--- src/rtl/rat_commit_ctrl.sv ---
// In-order retirement controller: pops the ROB head, issues one registered ARF write per
// cycle, and on a mispredicted head emits a flush/redirect pulse then stalls dispatch.
// Optional performance counters are enabled by defining COMMIT_PERF_CNT_EN.
module rat_commit_ctrl #(
    parameter int FLUSH_CYCLES  = 2,
    parameter int ROB_IDX_WIDTH = 5
) (
    input  logic                     clk,
    input  logic                     rst,
    input  logic                     rob_head_valid,
    input  logic [ROB_IDX_WIDTH-1:0] rob_head_idx,
    input  logic [4:0]               rob_head_rd_addr,
    input  logic                     rob_head_regf_we,
    input  logic [31:0]              rob_head_data,
    input  logic                     rob_head_mispredict,
    input  logic [31:0]              rob_head_target,
    output logic                     rob_dequeue,
    output logic                     commit_we,
    output logic [4:0]               commit_rd_addr,
    output logic [31:0]              commit_data,
    output logic [ROB_IDX_WIDTH-1:0] commit_rob_idx,
    output logic                     flush,
    output logic                     redirect_valid,
    output logic [31:0]              redirect_pc,
    output logic                     dispatch_stall
`ifdef COMMIT_PERF_CNT_EN
    ,
    output logic [31:0]              retire_count,
    output logic [15:0]              flush_count
`endif
);

    typedef enum logic {RUN, FLUSH} state_t;

    state_t     state, state_next;
    logic [3:0] flush_cnt, flush_cnt_next;
    logic       retire;
    logic       redirect_take;

    always_ff @(posedge clk) begin
        if (rst) begin
            state     <= RUN;
            flush_cnt <= 4'd0;
        end else begin
            state     <= state_next;
            flush_cnt <= flush_cnt_next;
        end
    end

    always_comb begin
        state_next     = state;
        flush_cnt_next = flush_cnt;
        rob_dequeue    = 1'b0;
        dispatch_stall = 1'b0;
        retire         = 1'b0;
        redirect_take  = 1'b0;
        case (state)
            RUN: begin
                rob_dequeue = rob_head_valid & ~rst;
                retire      = rob_dequeue;
                if (retire && rob_head_mispredict) begin
                    redirect_take  = 1'b1;
                    state_next     = FLUSH;
                    flush_cnt_next = 4'(FLUSH_CYCLES);
                end
            end
            FLUSH: begin
                dispatch_stall = 1'b1;
                // Leave once the counter has been observed at 1 (or lower, defensively).
                if (flush_cnt <= 4'd1) begin
                    state_next     = RUN;
                    flush_cnt_next = 4'd0;
                end else begin
                    flush_cnt_next = 4'(flush_cnt - 4'd1);
                end
            end
            default: begin
                state_next     = RUN;
                flush_cnt_next = 4'd0;
            end
        endcase
    end

    // ---- commit / redirect register stage ----
    always_ff @(posedge clk) begin
        if (rst) begin
            commit_we      <= 1'b0;
            commit_rd_addr <= 5'd0;
            commit_data    <= 32'd0;
            commit_rob_idx <= '0;
            flush          <= 1'b0;
            redirect_valid <= 1'b0;
            redirect_pc    <= 32'd0;
        end else begin
            // x0 writes are suppressed but the entry still retires.
            commit_we      <= retire & rob_head_regf_we & (|rob_head_rd_addr);
            flush          <= redirect_take;
            redirect_valid <= redirect_take;
            if (retire) begin
                commit_rd_addr <= rob_head_rd_addr;
                commit_data    <= rob_head_data;
                commit_rob_idx <= rob_head_idx;
            end
            if (redirect_take) begin
                redirect_pc <= rob_head_target;
            end
        end
    end

`ifdef COMMIT_PERF_CNT_EN
    always_ff @(posedge clk) begin
        if (rst) begin
            retire_count <= 32'd0;
            flush_count  <= 16'd0;
        end else begin
            if (retire) begin
                retire_count <= retire_count + 32'd1;
            end
            if (redirect_take) begin
                flush_count <= flush_count + 16'd1;
            end
        end
    end
`endif

endmodule
--- config.mk ---
export PLATFORM = sky130hd
export DESIGN_NAME = rat_commit_ctrl
export DESIGN_NICKNAME = d
export VERILOG_FILES = /design/src/rtl/rat_commit_ctrl.sv
export SDC_FILE = /design/constraint.sdc
export NUM_CORES = 1
export LEC_CHECK = 0
export CAP_MARGIN = 10
export CORE_ASPECT_RATIO = 0.7
export CORE_MARGIN = 4
export CORE_UTILIZATION = 40
export DETAILED_ROUTE_END_ITERATION = 12
export PLACE_DENSITY_LB_ADDON = 0.15
export SYNTH_ARGS = -nofsm -noshare
export SYNTH_HDL_FRONTEND = slang
export SYNTH_SLANG_ARGS = --single-unit
export TNS_END_PERCENT = 100
--- constraint.sdc ---
create_clock -name clk -period 1.7 [get_ports clk]
set_input_delay 0.255 -clock clk [delete_from_list [all_inputs] [get_ports clk]]
set_output_delay 0.255 -clock clk [all_outputs]
set_load 0.05 [all_outputs]
# == Word-level counts from Yosys, hierarchy flattened ==
# Index checks and enable logic that the tools add are counted.
# classes
addsub,1
n_reduce_logical,2
n_shift,0
magnitude_cmp,1
n_mux,9
multipliers,0
div_mod_pow,0
eq_ne,1
n_bitwise,5
# op_table
operator,n
$mux W4,2
$pmux W4 S2,1
$mux W1,5
$reduce_or A5 Y1,1
$le A4 B1 Y1 const B,1
$sub A4 B1 Y4 const B,1
$and A1 B1 Y1,3
$ne A2 B2 Y1 const B,1
$not A1 Y1,2
$pmux W1 S2,1
$logic_and A1 B1 Y1,1
# totals
mem_bits_ro,0
input_bits,79
mem_bits_rw,0
output_inout_bits,79
elab_cells,27
register_bits,81
mem_count,0
latchBits,0

# == Logic depth before layout (Yosys ltp) ==
# Gate-level depths: netlist (run 1).
# logic_depth
ltp_word,5
mapped_depth,6
mapped_depth_nobuf,5

# == Worst setup path after synthesis (run 1) ==
# Ideal clock, no wire load.
# synth_timing
path_kind,register to register
startpoint,reg state
endpoint,reg redirect_pc[11]
t_required_ns,1.630
arrival_ns,1.412
setup_slack_ns,0.217
n_path_buf,2
stages_incl_launch_ff,6
period_less_slack_ns,1.483
setup_ns,0.070
path_cell_list,dfxtp_1 -> nand4bb_1 -> buf_2 -> buf_2 -> nand2_1 -> a21oi_1
# synth_between
elab_chain_len,1
# synth_lines
element,line,text
start: declaration,35,"state_t state, state_next;"
start signal: assignment,45,state <= state_next;
$mux W1,57,case (state)
end signal: assignment,105,redirect_pc <= rob_head_target;
end: declaration,24,"output logic [31:0] redirect_pc,"
# Every way passes these cells.
# A chain may end at the register's enable or synchronous reset.

# == Worst setup path after layout (run 1) ==
# layout_timing
startpoint,in rob_head_valid
endpoint,out rob_dequeue
# layout_between
elab_chain_len,2
# layout_lines
element,line,text
start: declaration,10,"input logic rob_head_valid,"
$and A1 B1 Y1,59,rob_dequeue = rob_head_valid & ~rst;
$mux W1,57,
end: declaration,17,"output logic rob_dequeue,"
# Every way passes these cells.

==> results.json, run 1 <==
{
  "layout_common_cells": "106 x nand2_1, 86 x buf_4, 81 x dfxtp_1",
  "cpMaxStageDelayCell": "clkdlybuf4s50_1",
  "hold_path_class": "in -> reg",
  "cts.sink_count": 81,
  "track_usage_pct": 17.5,
  "grt_overflow": 0,
  "required_ns": 1.44,
  "cts_max_level": 3,
  "rr_endpoint": "redirect_pc[23]$_SDFFE_PP0P_",
  "grt_pass1_vias": 2784,
  "dr.pass1.iters": 4,
  "ant_nets": 0,
  "internal-power_mw": 3.53,
  "avgSynthCellArea_um2": 8.77,
  "power_mw": 4.88,
  "die_x_um": 114,
  "worstPathArrival_ns": 1.30,
  "io_buffer_count": 157,
  "max_cap_viol_count": 0,
  "peakVddDrop_uv": 755,
  "start_kind": "input pin",
  "dr.first_iter.drc_count": 124,
  "status": "completed",
  "cts_resized": 0,
  "period_minus_slack_ns": 1.55,
  "antenna_found_initial": 0,
  "min_period_over_period_pct": 91.4,
  "yosysSeqAreaShare_pct": 51.4,
  "numCtsBuffers": 9,
  "fin_tns_setup_ns": 0,
  "cts_setup_buffers": 0,
  "drive_gt1_share_pct": 23.6,
  "drt-total-wl_mm": 8.13,
  "end_kind": "output pin",
  "hold_viol_final": 0,
  "leakage_nw": 1.97,
  "diodes": 0,
  "fmax_mhz": 644,
  "post-route-util_pct": 65.1,
  "hold_end": "commit_data[9]$_SDFFE_PP0P_",
  "r2r-start": "state$_SDFF_PP0_",
  "min_path_cells": 4,
  "num-fill-cells": 652,
  "switching_share_pct": 27.8,
  "final_common_cell": "nand2_1",
  "rsz0062_at_grt": "no",
  "fin_skew_ns": 0.00245,
  "routedWlPerCell_um": 13.2,
  "hpwl_mm": 6.07,
  "relSlewSlack_pct": 72.0,
  "clkTransAtPathRegs_ns": 0.06,
  "postCtsHoldBufs": 0,
  "powerDensity_nw_per_um2": 1000,
  "critPathKind": "in -> out",
  "rows": 26,
  "cts_tree": "done",
  "remaining_drc_errors": 0,
  "cts-root-buf": "clkbuf_16",
  "yosys.cell_types.count": 30,
  "placed_cell_area_um2": 4590,
  "clock_latency_ns": 0.33,
  "die-area_um2": 9400,
  "setup_viol": 0,
  "pwr-share-seq_pct": 42.2,
  "ys_seq_elements": 81,
  "power.share.clock_pct": 37.6,
  "worst_slack_ns": 0.147,
  "yosys_warnings": 0,
  "area_growth_pct": 54.3,
  "grt_start_max_net_pins": 45,
  "coreArea_um2": 7480,
  "combPwrFrac_pct": 20.2,
  "r2r_slack_ns": 0.32,
  "startpoint": "rob_head_valid",
  "final_nets": 595,
  "drv_slew": 0,
  "worstPathMaxFanout": 5,
  "design.portCount": 158,
  "via_count": 2849,
  "viasPerCell": 4.63,
  "reg2reg_depth": 4,
  "synth_nets": 441,
  "design_area_um2": 4870,
  "globalplace.congestion": 0.822,
  "die_h_um": 82.3,
  "grt_pass1_wl_mm": 13.0,
  "start_util_pct": 42.2,
  "worst_slew_pin_slew_ns": 0.420,
  "slowest_delay_ns": 0.50,
  "p_sw_mw": 1.36,
  "cts.path.max_buffers": 2,
  "postSynthCellCount": 360,
  "hp-start": "rst",
  "path_cells": "clkdlybuf4s50_1 -> nor3b_4 -> buf_4 -> buf_12",
  "dp_slack_ns": 0.0800,
  "syn_area_um2": 3160
}
==> synth_stat cells <==
| cell | n | area, um^2 |
|---|---|---|
| nand2_1 | 106 | 398 |
| dfxtp_1 | 81 | 1620 |
| nand2b_1 | 44 | 275 |
| a21oi_1 | 34 | 170 |
| o21ai_0 | 28 | 140 |
| o21ai_2 | 14 | 123 |
| buf_2 | 6 | 30.0 |
| clkbuf_1 | 5 | 18.8 |
| buf_12 | 4 | 80.1 |
| buf_6 | 4 | 45.0 |
| inv_1 | 4 | 15.0 |
| o311ai_0 | 4 | 35.0 |
| clkbuf_2 | 3 | 15.0 |
| nand3b_1 | 3 | 22.5 |
| a31oi_1 | 2 | 12.5 |
| buf_1 | 2 | 7.51 |
| buf_4 | 2 | 15.0 |
| ha_1 | 2 | 25.0 |
| buf_8 | 1 | 15.0 |
| inv_2 | 1 | 3.75 |
| mux2i_1 | 1 | 10.0 |
| nand4b_1 | 1 | 8.76 |
| nand4bb_1 | 1 | 11.3 |
| nor2_1 | 1 | 3.75 |
| nor3b_4 | 1 | 18.8 |
| nor4_1 | 1 | 6.26 |
| o22ai_1 | 1 | 6.26 |
| o311a_1 | 1 | 10.0 |
| o31ai_1 | 1 | 7.51 |
| or3_1 | 1 | 6.26 |
==> worst max path at each step <==
stage	cells after the start	slack, ns	end
after floorplan	5	0.22	redirect_pc[11]$_SDFFE_PP0P_
after global placement	5	0.14	commit_we$_SDFF_PP0_
after detailed placement	5	0.08	commit_rob_idx[3]$_SDFFE_PP0P_
after CTS	3	0.13	rob_dequeue
after global routing	4	0.08	rob_dequeue
final	4	0.15	rob_dequeue
==> flip-flops by register name, indices dropped and copies added, names as in the netlist <==
signal / count
commit_rob_idx: 5
state: 1
commit_data: 32
commit_we: 1
flush_cnt: 4
redirect_valid: 1
redirect_pc: 32
commit_rd_addr: 5
==> cell families (layout without fill, tap and decap cells) <==
group                    Yosys count  after routing  share of synthesized area [%]
buffers and inverters             32            190                           7.77
multiplexers                       1              1                          0.317
AO/OA/AOI/OAI                     85             85                           16.0
flip-flops                        81             81                           51.4
AND/OR/NAND/NOR                  159            159                           23.8
adder cells (fa/ha/maj)            2              2                          0.793
==> worst max-delay path: cells and delay by family <==
| family | cells | cell delay [ns] |
|---|---|---|
| and+or+nand+nor | 1 | 0.22 |
| buffers and inverters | 3 | 0.82 |
==> cell type report <==
type,instances,area [um^2],share of cell area (%)
multi-input cells,247,1290,26.5
flip-flops and latches,81,1620,33.3
inverters,5,18.8,0.385
well taps,98,123,2.52
repair buffers,170,1540,31.6
clock buffers,11,233,4.78
clock inverters,4,45.0,0.924
==> power by group through the flow <==
stage	registers [mW]	logic (mW)	clock network, mW
floorplan	2.45	0.240	0
finish	2.06	0.985	1.84
global placement	2.10	0.982	0
CTS	2.06	0.995	1.89
detailed placement	2.10	0.993	0
global route	2.08	1.04	1.97
==> stage by stage <==
stage | hold WS, ns | cells
global placement | 0.442 | 601
detailed placement | 0.447 | 601
finish | 0.414 | 616
floorplan | 0.364 | 360
CTS | 0.403 | 616
global route | 0.430 | 616
==> routing by layer <==
layer | up-vias | share of wire [%] | GRT usage (%)
li1 | 1484 | - | -
met1 | 1273 | 42 | 20.2
met2 | 79 | 48 | 28.6
met3 | 13 | 8.6 | 8.23
met4 | 0 | 1.7 | 6.88
met5 | - | 0 | 0
No activity file was read; power rests on OpenSTA's default activity.
==> run 2: changes to the inputs <==
--- a/config.mk
+++ b/config.mk
@@ -10,7 +10,7 @@
 export CORE_MARGIN = 4
 export CORE_UTILIZATION = 40
 export DETAILED_ROUTE_END_ITERATION = 12
-export PLACE_DENSITY_LB_ADDON = 0.15
+export PLACE_DENSITY = 0.8
 export SYNTH_ARGS = -nofsm -noshare
 export SYNTH_HDL_FRONTEND = slang
 export SYNTH_SLANG_ARGS = --single-unit
==> constraint.sdc (replaced) <==
create_clock -name clk -period 1.7 [get_ports clk]
set_input_delay 0.255 -clock clk [delete_from_list [all_inputs] [get_ports clk]]
set_output_delay 0.255 -clock clk [all_outputs]
set_load 0.005 [all_outputs]
==> results.json, run 2 (synthesis results as in run 1) <==
{
  "status": "completed",
  "routedWlPerCell_um": 13.8,
  "reg2reg_depth": 5,
  "critPathKind": "reg -> out",
  "cts.path.max_buffers": 2,
  "rows": 26,
  "top_usage_layer": "met2",
  "required_ns": 1.44,
  "startpoint": "state$_SDFF_PP0_",
  "cts_setup_buffers": 0,
  "period_minus_slack_ns": 1.55,
  "cpMaxStageDelayCell": "clkdlybuf4s50_1",
  "power.share.clock_pct": 40.5,
  "max_cap_viol_count": 0,
  "grt_pass1_vias": 2851,
  "met1_usage_pct": 20.6,
  "end_kind": "output pin",
  "final_common_cell": "clkdlybuf4s50_1",
  "dp_slack_ns": -0.146,
  "drv_slew": 0,
  "placed_cell_area_um2": 4710,
  "r2r-start": "flush_cnt[0]$_SDFFE_PP0P_",
  "leakage_nw": 1.79,
  "die_h_um": 82.3,
  "cts_tree": "done",
  "combPwrFrac_pct": 14.2,
  "path_cells": "clkdlybuf4s50_1",
  "use_met3_pct": 8.52,
  "num-fill-cells": 625,
  "worst_slew_pin_slew_ns": 0.462,
  "endpoint": "dispatch_stall",
  "fin_tns_setup_ns": 0,
  "worst_slack_ns": 0.153,
  "hpwl_mm": 6.23,
  "final_cells": 611,
  "design.portCount": 158,
  "grt_pass1_wl_mm": 13.4,
  "place_inst": 597,
  "crit_family": "buffers and inverters",
  "rsz0062_at_grt": "no",
  "hold_path_class": "in -> reg",
  "antenna_found_initial": 0,
  "die-area_um2": 9400,
  "setup_viol": 0,
  "min_period_over_period_pct": 91.0,
  "io_buffer_count": 157,
  "internal-power_mw": 3.54,
  "diodes": 0,
  "min_path_cells": 4,
  "pwr-share-seq_pct": 45.3,
  "start_kind": "flip-flop",
  "via_count": 2856,
  "dr.pass1.iters": 4,
  "use_met2_pct": 30.3,
  "die_x_um": 114,
  "fin_skew_ns": 0.00881,
  "clock_latency_ns": 0.33,
  "drive_gt1_share_pct": 7.80,
  "critPathBufInv": 1,
  "remaining_drc_errors": 0,
  "globalplace.congestion": 0.746,
  "numCtsBuffers": 9,
  "switching_share_pct": 22.1,
  "power_mw": 4.55,
  "peakVddDrop_uv": 484,
  "track_usage_pct": 17.9,
  "ant_nets": 0,
  "start_util_pct": 42.2,
  "p_sw_mw": 1.01,
  "grt_start_max_net_pins": 79,
  "drt-total-wl_mm": 8.44,
  "design_area_um2": 4990,
  "rr_endpoint": "flush_cnt[0]$_SDFFE_PP0P_",
  "fmax_mhz": 646,
  "critical_path_depth": 1,
  "r2r_slack_ns": 0.27,
  "area_growth_pct": 58.2,
  "worstPathMaxFanout": 4,
  "dr.first_iter.drc_count": 143,
  "viasPerCell": 4.67,
  "hold_viol_final": 0,
  "cts_max_level": 3,
  "slowest_delay_ns": 0.55,
  "cts-root-buf": "clkbuf_16",
  "coreArea_um2": 7480,
  "relSlewSlack_pct": 68.8,
  "worstPathArrival_ns": 1.29,
  "layout_common_cells": "155 x clkdlybuf4s50_1, 106 x nand2_1, 81 x dfxtp_1",
  "cts.sink_count": 81,
  "reg_top3": "commit_data: 32 flops, redirect_pc: 32 flops",
  "clkTransAtPathRegs_ns": 0.06,
  "postCtsHoldBufs": 0,
  "final_nets": 591,
  "powerDensity_nw_per_um2": 911,
  "grt_overflow": 0
}
run 2: cell count changes in the layout (fill, tap and decap cells not counted):
cell | previous run | this run
clkbuf_1 | 2 | 0
dlygate4sd2_1 | 0 | 1
clkinvlp_4 | 0 | 2
clkinv_4 | 0 | 1
clkinv_2 | 3 | 1
buf_12 | 6 | 2
buf_4 | 86 | 7
clkdlybuf4s50_1 | 77 | 155
run 2: cell type report:
class | instances | area (um^2) | area share, %
Tap cell | 98 | 123 | 2.45
Sequential cell | 81 | 1620 | 32.5
Inverter | 5 | 18.8 | 0.376
Multi-Input combinational cell | 247 | 1290 | 25.8
Clock inverter | 5 | 58.8 | 1.18
Clock buffer | 9 | 225 | 4.51
Timing Repair Buffer | 166 | 1660 | 33.2
run 2: what timing repair did:
item,4_1_cts,5_1_grt
hold endpoints to repair,0,0
gates resized for setup,1,0
setup endpoints to repair,1,0
run 2: metal layers:
metal / up-vias / part of all wire [%]
met5: - / 0
met4: 0 / 1.2
met3: 6 / 8.7
met2: 90 / 47
met1: 1284 / 43
li1: 1476 / -
run 2: per-stage QoR:
stage          utilization (%)  hold slack, ns
2_1_floorplan                -           0.364
3_3_place_gp              63.0           0.441
3_5_place_dp              63.0           0.445
4_1_cts                   66.8           0.430
5_1_grt                   66.8           0.441
6_report                  66.8           0.436
run 2: worst min path at each step:
stage,startpoint,to
floorplan,rob_head_data[0],commit_data[0]$_SDFFE_PP0P_
global placement,redirect_pc[13]$_SDFFE_PP0P_,redirect_pc[13]$_SDFFE_PP0P_
detailed placement,redirect_pc[15]$_SDFFE_PP0P_,redirect_pc[15]$_SDFFE_PP0P_
CTS,rst,commit_data[6]$_SDFFE_PP0P_
global route,rst,commit_data[10]$_SDFFE_PP0P_
finish,rst,commit_data[6]$_SDFFE_PP0P_
run 2: worst min-delay path: stages:
cell     delay, ns
buf_2         0.13
nor3b_4       0.06
buf_4         0.17
o21ai_2       0.12
run 2: power groups by stage:
stage | registers (mW) | logic, mW | clock network (mW)
final | 2.06 | 0.648 | 1.84
after global routing | 2.07 | 0.704 | 1.98
after CTS | 2.06 | 0.656 | 1.89
after detailed placement | 2.10 | 0.653 | 0
after global placement | 2.10 | 0.639 | 0
after floorplan | 2.11 | 0.232 | 0
==> run 3: changes to the inputs <==
--- a/config.mk
+++ b/config.mk
@@ -10,6 +10,7 @@
 export CORE_MARGIN = 4
 export CORE_UTILIZATION = 40
 export DETAILED_ROUTE_END_ITERATION = 12
+export GPL_TIMING_DRIVEN = 0
 export PLACE_DENSITY = 0.8
 export SYNTH_ARGS = -nofsm -noshare
 export SYNTH_HDL_FRONTEND = slang
==> results.json, run 3 (synthesis results as in run 1) <==
{
  "max_cap_viol_count": 0,
  "combPwrFrac_pct": 14.5,
  "track_usage_pct": 19.0,
  "grt_overflow": 0,
  "hold_path_class": "in -> reg",
  "hp-start": "rob_head_valid",
  "globalplace.congestion": 0.800,
  "grt_pass1_vias": 3147,
  "clkTransAtPathRegs_ns": 0.06,
  "die_x_um": 114,
  "hpwl_mm": 6.85,
  "ant_nets": 0,
  "grt_start_max_net_pins": 15,
  "remaining_drc_errors": 0,
  "reg_top3": "commit_data: 32 flops, redirect_pc: 32 flops",
  "path_cells": "nor3b_4 -> buf_8 -> buf_12 -> clkdlybuf4s15_1",
  "cts_max_level": 3,
  "die-area_um2": 9400,
  "die_h_um": 82.3,
  "dr.first_iter.drc_count": 72,
  "drive_gt1_share_pct": 10.1,
  "grt_pass1_wl_mm": 14.4,
  "antenna_found_initial": 0,
  "critPathKind": "reg -> out",
  "min_path_cells": 4,
  "dr.pass1.iters": 4,
  "peakVddDrop_uv": 557,
  "worstPathArrival_ns": 1.35,
  "met3_length_um": 711,
  "dr_wl_met2_mm": 4.40,
  "slowest_delay_ns": 0.35,
  "clock_latency_ns": 0.33,
  "critPathBufInv": 3,
  "end_kind": "output pin",
  "relSlewSlack_pct": 71.4,
  "layout_common_cells": "154 x clkdlybuf4s50_1, 106 x nand2_1, 81 x dfxtp_1",
  "powerDensity_nw_per_um2": 923,
  "viasPerCell": 4.76,
  "switching_share_pct": 21.9,
  "drv_slew": 0,
  "start_util_pct": 42.2,
  "cts.path.max_buffers": 2,
  "final_common_cell": "clkdlybuf4s50_1",
  "p_sw_mw": 1.05,
  "start_kind": "flip-flop",
  "cts-root-buf": "clkbuf_16",
  "cts.sink_count": 81,
  "worstPathMaxFanout": 10,
  "routedWlPerCell_um": 14.1,
  "pwr-share-seq_pct": 43.0,
  "via_count": 3019,
  "min_period_over_period_pct": 94.1,
  "design.portCount": 158,
  "postCtsHoldBufs": 0,
  "placed_cell_area_um2": 4850,
  "crit_family": "buffers and inverters",
  "rsz0062_at_grt": "no",
  "period_minus_slack_ns": 1.60,
  "final_nets": 612,
  "numCtsBuffers": 9,
  "dp_slack_ns": -0.539,
  "io_buffer_count": 157,
  "dr.max_layer_used": "met4",
  "diodes": 0,
  "rows": 26,
  "drt-total-wl_mm": 8.95,
  "design_area_um2": 5190,
  "reg2reg_depth": 5,
  "setup_viol": 0,
  "wl_met1_mm": 3.67,
  "power.share.clock_pct": 42.5,
  "r2r_slack_ns": 0.36,
  "cpMaxStageDelayCell": "dfxtp_1",
  "cts_tree": "done",
  "rr_endpoint": "flush_cnt[1]$_SDFFE_PP0P_",
  "hold_viol_final": 0,
  "required_ns": 1.44,
  "hold_end": "flush_cnt[0]$_SDFFE_PP0P_",
  "fmax_mhz": 625,
  "r2r-start": "flush_cnt[0]$_SDFFE_PP0P_",
  "status": "completed",
  "area_growth_pct": 64.6,
  "internal-power_mw": 3.75,
  "worst_slew_pin_slew_ns": 0.428,
  "leakage_nw": 1.91,
  "fin_skew_ns": 0.00666,
  "worst_slack_ns": 0.0996,
  "coreArea_um2": 7480
}
run 3: changes by cell type in the layout (fill, tap and decap cells not counted), moves of 2 or more:
cell | previous run | this run
buf_4 | 7 | 5
clkbuf_2 | 0 | 3
clkbuf_1 | 0 | 6
buf_12 | 2 | 4
buf_6 | 0 | 4
clkinvlp_4 | 2 | 0
buf_1 | 0 | 2
buf_2 | 1 | 6
run 3: worst reg2reg max path, delay by kind of cell, from the launching register on:
kind / cells / cell delay, ns
flip-flops: 1 / 0.40
buffers and inverters: 1 / 0.08
AND/OR/NAND/NOR: 1 / 0.21
AO/OA/AOI/OAI: 2 / 0.34
adder cells (fa/ha/maj): 1 / 0.24
run 3: per-stage QoR:
stage               power, mW  TNS, ns  utilization [%]  std cells  hold slack (ns)
finish                   4.79        0             69.4        634            0.413
global route             4.99        0             69.4        634            0.466
CTS                      4.85        0             69.4        634            0.458
detailed placement       2.80    -2.29             64.8        615            0.449
global placement         2.78   -0.832             64.8        615            0.442
floorplan                2.34        0                -        360            0.364
run 3: layout make-up:
type | count | area (um^2)
Fill cell | 607 | 2290
Sequential cell | 81 | 1620
Timing Repair Buffer | 160 | 1600
Multi-Input combinational cell | 247 | 1290
Clock buffer | 10 | 229
Buffer | 27 | 226
Tap cell | 98 | 123
Clock inverter | 6 | 91.3
Inverter | 5 | 18.8
run 3: worst max-delay path by stage:
stage / slack, ns / depth (start not counted) / to / from
final: 0.1 / 4 / rob_dequeue / state$_SDFF_PP0_
after CTS: 0.01 / 5 / rob_dequeue / rob_head_valid
after global placement: -0.55 / 6 / rob_dequeue / rst
after global routing: 0.03 / 4 / rob_dequeue / state$_SDFF_PP0_
after floorplan: 0.51 / 4 / rob_dequeue / rst
after detailed placement: -0.54 / 6 / rob_dequeue / rst
run 3: power by group through the flow:
| stage | combinational, mW | sequential (mW) | clock (mW) |
|---|---|---|---|
| floorplan | 0.232 | 2.11 | 0 |
| global placement | 0.682 | 2.10 | 0 |
| detailed placement | 0.695 | 2.10 | 0 |
| CTS | 0.705 | 2.06 | 2.08 |
| global route | 0.756 | 2.07 | 2.16 |
| finish | 0.696 | 2.06 | 2.04 |
run 3: what timing repair did:
action                                  in CTS  in global routing
gates resized for setup                      3                  1
buffers inserted                             3                  0
pin swaps                                    1                  0
endpoints found under the setup margin       1                  1
endpoints found under the hold margin        0                  0
run 3: routing by layer:
| layer | track usage, % | vias to the layer above |
|---|---|---|
| li1 | - | 1518 |
| met1 | 21.1 | 1388 |
| met2 | 34.2 | 98 |
| met3 | 7.14 | 15 |
| met4 | 5.93 | 0 |
| met5 | 0 | - |
